### config.mk
export PLATFORM = sky130hd
export DESIGN_NAME = dsw_debouncer
export DESIGN_NICKNAME = d
export VERILOG_FILES = /design/src/rtl/ctrl_pkg.sv /design/src/rtl/bit_debounce.sv /design/src/rtl/dsw_debouncer.sv
export SDC_FILE = /design/constraint.sdc
export NUM_CORES = 1
export LEC_CHECK = 0
export ABC_AREA = 0
export CELL_PAD_IN_SITES_DETAIL_PLACEMENT = 1
export CELL_PAD_IN_SITES_GLOBAL_PLACEMENT = 2
export CORE_ASPECT_RATIO = 0.6
export CORE_MARGIN = 5
export CORE_UTILIZATION = 40
export CTS_BUF_LIST = sky130_fd_sc_hd__clkbuf_8
export DETAILED_ROUTE_END_ITERATION = 10
export PLACE_DENSITY_LB_ADDON = 0.1
export SETUP_SLACK_MARGIN = 0.02
export SYNTH_ARGS = -nofsm -noshare
export SYNTH_HDL_FRONTEND = slang
export SYNTH_SLANG_ARGS = --single-unit
### constraint.sdc
create_clock -name clk -period 3.99 [get_ports clk]
set_input_delay 0.5985 -clock clk [delete_from_list [all_inputs] [get_ports clk]]
set_output_delay 0.5985 -clock clk [all_outputs]
set_load 0.03 [all_outputs]
### src/rtl/ctrl_pkg.sv
// Shared control-unit definitions: switch bus width, debounce defaults and the
// per-bit debounce state encoding.
package ctrl_pkg;

  localparam int DSW_WIDTH       = 4;
  localparam int DSW_SYNC_STAGES = 2;
  localparam int DEBOUNCE_CYCLES = 16;

  // Bit 1 of the encoding is the currently accepted (stable) level.
  typedef enum logic [1:0] {
    STABLE_LO = 2'b00,
    PEND_HI   = 2'b01,
    PEND_LO   = 2'b10,
    STABLE_HI = 2'b11
  } deb_state_e;

endpackage : ctrl_pkg

### src/rtl/bit_debounce.sv
// One switch bit: synchronizer chain, debounce FSM with persistence counter,
// and registered rise/fall strobes aligned with the stable level update.
module bit_debounce
  import ctrl_pkg::*;
#(
  parameter int SYNC_STAGES   = DSW_SYNC_STAGES,
  parameter int STABLE_CYCLES = DEBOUNCE_CYCLES
) (
  input  logic clk,
  input  logic rst,
  input  logic sw_raw,
  output logic stable,
  output logic rise,
  output logic fall
);

  localparam int                CNT_W   = $clog2(STABLE_CYCLES);
  localparam logic [CNT_W-1:0] CNT_MAX = CNT_W'(STABLE_CYCLES - 1);

  logic [SYNC_STAGES-1:0] sync_q;
  logic                   s;
  deb_state_e             state_q;
  logic [CNT_W-1:0]       cnt_q;
  logic                   stable_q;
  logic                   rise_q;
  logic                   fall_q;

  // NOTE: the synchronizer is reset too, so a level held high through reset is
  // re-sampled from scratch and accepted with the normal latency and a rise pulse.
  always_ff @(posedge clk) begin
    if (rst) sync_q <= '0;
    else     sync_q <= {sync_q[SYNC_STAGES-2:0], sw_raw};
  end

  assign s = sync_q[SYNC_STAGES-1];

  // NOTE: all state here uses <= so every branch reads the pre-edge values of
  // state_q and cnt_q, whatever order the assignments appear in.
  always_ff @(posedge clk) begin
    if (rst) begin
      state_q  <= STABLE_LO;
      cnt_q    <= '0;
      stable_q <= 1'b0;
      rise_q   <= 1'b0;
      fall_q   <= 1'b0;
    end else begin
      rise_q <= 1'b0;
      fall_q <= 1'b0;
      case (state_q)
        STABLE_LO: begin
          if (s) begin
            state_q <= PEND_HI;
            cnt_q   <= cnt_q + 1'b1;
          end else begin
            cnt_q <= '0;
          end
        end
        PEND_HI: begin
          if (!s) begin
            state_q <= STABLE_LO;
            cnt_q   <= '0;
          end else if (cnt_q == CNT_MAX) begin
            state_q  <= STABLE_HI;
            cnt_q    <= '0;
            stable_q <= 1'b1;
            rise_q   <= 1'b1;
          end else begin
            cnt_q <= cnt_q + 1'b1;
          end
        end
        STABLE_HI: begin
          if (!s) begin
            state_q <= PEND_LO;
            cnt_q   <= cnt_q + 1'b1;
          end else begin
            cnt_q <= '0;
          end
        end
        PEND_LO: begin
          if (s) begin
            state_q <= STABLE_HI;
            cnt_q   <= '0;
          end else if (cnt_q == CNT_MAX) begin
            state_q  <= STABLE_LO;
            cnt_q    <= '0;
            stable_q <= 1'b0;
            fall_q   <= 1'b1;
          end else begin
            cnt_q <= cnt_q + 1'b1;
          end
        end
        default: begin
          state_q  <= STABLE_LO;
          cnt_q    <= '0;
          stable_q <= 1'b0;
        end
      endcase
    end
  end

  assign stable = stable_q;
  assign rise   = rise_q;
  assign fall   = fall_q;

endmodule : bit_debounce

### src/rtl/dsw_debouncer.sv
// DIP-switch conditioning: per-bit synchronize + debounce, with a bus-level
// change strobe for the control unit.
module dsw_debouncer
  import ctrl_pkg::*;
#(
  parameter int WIDTH         = DSW_WIDTH,
  parameter int SYNC_STAGES   = DSW_SYNC_STAGES,
  parameter int STABLE_CYCLES = DEBOUNCE_CYCLES
) (
  input  logic             clk,
  input  logic             rst,
  input  logic [WIDTH-1:0] sw_raw,
  output logic [WIDTH-1:0] sw_stable,
  output logic [WIDTH-1:0] rise,
  output logic [WIDTH-1:0] fall,
  output logic             sw_changed
);

  for (genvar i = 0; i < WIDTH; i++) begin : g_bit
    bit_debounce #(
      .SYNC_STAGES  (SYNC_STAGES),
      .STABLE_CYCLES(STABLE_CYCLES)
    ) u_bit_debounce (
      .clk   (clk),
      .rst   (rst),
      .sw_raw(sw_raw[i]),
      .stable(sw_stable[i]),
      .rise  (rise[i]),
      .fall  (fall[i])
    );
  end

  // Strobes are already registered, so the bus strobe is one cycle wide even
  // when several bits are accepted on the same edge.
  assign sw_changed = |(rise | fall);

endmodule : dsw_debouncer

==> impl_metrics.toml <==
[status]
status = "complete, no violations"

[grt]
grt_pass1_vias = 1661
grt_pass1_wl_um = 7970
grt_overflow = 0
gr-usage-all-layers_pct = 14.0
antenna_found_initial = 0
grt_start_max_net_pins = 26

[layout]
design_area_mm2 = 0.00248
most-common-layout-cells = "dfxtp_1 (44), ha_1 (24), nor2_1 (22)"
nets = 284
diodes = 0
area_growth_pct = 11.0
fin_util_pct = 45.2
final_common_cell = "dfxtp_1"
layout-drive-gt1-share_pct = 5.49

[pwr]
intPower_uw = 663
switching_share_pct = 28.3
pwr-share-clk_pct = 31.7
ir_worst_vdd_mv = 0.183
combPwrFrac_pct = 16.7
cellPowerDensity_mw_per_mm2 = 373
leakage_nw = 0.915
power.total_uw = 925
pwr-share-seq_pct = 51.6
p_sw_uw = 261

[synthesis]
yosysTopAreaCellShare_pct = 39.4
ys_warn_count = 0
synth-seq-area-share_pct = 39.4
synth_ff_type = "dfxtp_1"
synth_top_area_cell = "dfxtp_1"
synth_cell_types = 37
synth-async-reset-ratio_pct = 0
avgSynthCellArea_um2 = 9.05
synth_seq_cells = 44
syn-num-nets = 277
synth_area_leaders = "dfxtp_1 (39%), ha_1 (13%), buf_4 (4.0%)"
syn-cell-area_mm2 = 0.00224
synth_edf_count = 0
synthCells = 247

[timing]
layout_min_cycle_time_ns = 2.33
rsz0062_at_grt = "false"
finalSetupTns_ns = 0
final_hold_viol_count = 0
fmax_ghz = 0.429
post-route-period-util_pct = 58.4
finalSetupViolCount = 0
clock_skew_ns = 0.00927
worst_pin_slew_ns = 1.02
relSlewSlack_pct = 31.9
slew_viol_final = 0

[setup_path]
cp.arrival_ns = 1.73
r2r_end = "g_bit[3].u_bit_debounce.state_q[0]$_SDFFE_PP0P_"
reg2reg_from = "g_bit[3].u_bit_debounce.state_q[1]$_SDFFE_PP0P_"
crit_path_end_kind = "output pin"
ff2ff_setup_slack_ns = 2.14
path_class = "reg2out"
crit_start = "g_bit[0].u_bit_debounce.fall$_SDFF_PP0_"
r2r_cells = 6
crit_path_end = "sw_changed"
worstPathRequired_ns = 3.39
start_kind = "flip-flop"
worst-path-max-fanout = 2

[cts]
cts-buffers-inserted = 5
cts_resized = 0
h-tree-depth = 2
cts_buffer_depth = 2
clock-sinks = 44
clk_pin_slew_ns = 0.08
cts_hold_buf = 0
clk_latency_ns = 0.30
clockRootBuffer = "clkbuf_8"
cts_tree = "built"
postCtsSetupBuffers = 0

[place]
port_buffers = 18
gp_congestion = 0.752
placed_area_mm2 = 0.00239
place_hpwl_um = 3420

[floorplan]
ioPinCount = 19
dieArea_mm2 = 0.00723
design.core.area_mm2 = 0.00549
chipHeight_um = 67.9
num_rows = 21
start_util_pct = 40.7
die_w_um = 107

[flow_run]
drv_cap = 0

[route]
ant_nets = 0
drt-pass1-iter-count = 4
routed_wl_um = 4610
route.detailed.drc = 0
vias_per_cell = 5.28
vias = 1710
wl_per_cell_um = 14.2
drt-initial-drc-count = 26

[min_path]
hold_path.class = "reg2reg"
## layer usage
layer | up-vias | wire length [um] | part of all wire, % | global-route usage [%]
met5 | - | 0 | 0 | 0
met2 | 17 | 1940 | 42 | 21.8
met4 | 0 | 72 | 1.6 | 5.74
met1 | 819 | 2470 | 53 | 18.6
li1 | 866 | - | - | -
met3 | 8 | 136 | 2.9 | 3.77
## synthesized netlist by cell type (all sizes together), types with 2 or more instances
cell type	instances
nand3	9
o21ai	14
a211o	2
nor3	11
nor4b	2
ha	24
a21oi	12
dfxtp	44
a221o	2
xnor2	6
xor2	2
buf	14
a31oi	3
clkbuf	6
nor2	22
nand2	11
inv	16
a211oi	11
nor4	4
nor3b	4
mux2	2
o41ai	2
mux2i	4
o21a	2
nor2b	9
a32oi	2
## worst min-delay path by stage
stage	startpoint	end	slack [ns]	cells after the start
6_report	g_bit[2].u_bit_debounce.sync_q[0]$_SDFF_PP0_	g_bit[2].u_bit_debounce.sync_q[1]$_SDFF_PP0_	0.44	1
5_1_grt	g_bit[2].u_bit_debounce.sync_q[0]$_SDFF_PP0_	g_bit[2].u_bit_debounce.sync_q[1]$_SDFF_PP0_	0.46	1
4_1_cts	g_bit[2].u_bit_debounce.sync_q[0]$_SDFF_PP0_	g_bit[2].u_bit_debounce.sync_q[1]$_SDFF_PP0_	0.44	1
3_5_place_dp	g_bit[2].u_bit_debounce.sync_q[0]$_SDFF_PP0_	g_bit[2].u_bit_debounce.sync_q[1]$_SDFF_PP0_	0.43	1
3_3_place_gp	g_bit[1].u_bit_debounce.sync_q[0]$_SDFF_PP0_	g_bit[1].u_bit_debounce.sync_q[1]$_SDFF_PP0_	0.42	1
2_1_floorplan	g_bit[0].u_bit_debounce.sync_q[0]$_SDFF_PP0_	g_bit[0].u_bit_debounce.sync_q[1]$_SDFF_PP0_	0.41	1
## state kept, by name (all words and copies together) (netlist names)
signal	cells
g_bit.u_bit_debounce.cnt_q	16
g_bit.u_bit_debounce.fall	4
g_bit.u_bit_debounce.rise	4
g_bit.u_bit_debounce.stable	4
g_bit.u_bit_debounce.state_q	8
g_bit.u_bit_debounce.sync_q	8
## cell type report
| cell class | count | area (um^2) |
|---|---|---|
| Clock buffer | 6 | 82.6 |
| Clock inverter | 2 | 10.0 |
| Fill cell | 643 | 3010 |
| Inverter | 16 | 60.1 |
| Multi-Input combinational cell | 167 | 1170 |
| Sequential cell | 44 | 881 |
| Tap cell | 69 | 86.3 |
| Timing Repair Buffer | 20 | 195 |
## logic make-up (layout without fill, tap and decap cells)
kind of cell	after synthesis	in the layout	synth area share [%]
AOI/OAI and AO/OA	53	53	15.6
DFF	44	44	39.4
xor gates and xnor gates	8	8	3.13
buffers and inverters	36	44	8.39
and+or+nand+nor	76	76	17.1
muxes	6	6	2.97
adders and majority gates	24	24	13.4
## power groups by stage
stage	registers (mW)	logic [mW]	clock network, mW
2_1_floorplan	0.479	0.126	0
3_3_place_gp	0.487	0.155	0
3_5_place_dp	0.487	0.155	0
4_1_cts	0.477	0.156	0.307
5_1_grt	0.481	0.174	0.326
6_report	0.477	0.154	0.293
## stage by stage
| step | setup WS (ns) | cells | hold slack, ns |
|---|---|---|---|
| global route | 1.57 | 324 | 0.465 |
| CTS | 1.61 | 324 | 0.440 |
| global placement | 1.70 | 316 | 0.417 |
| finish | 1.66 | 324 | 0.436 |
| floorplan | 2.33 | 247 | 0.414 |
| detailed placement | 1.63 | 316 | 0.429 |
## critical path: stages (launching register included)
cell and delay (ns):
dfxtp_1 0.33, nor4_1 0.40, nand2_1 0.11, clkdlybuf4s50_1 0.61
(Power assumes the default switching activity.)
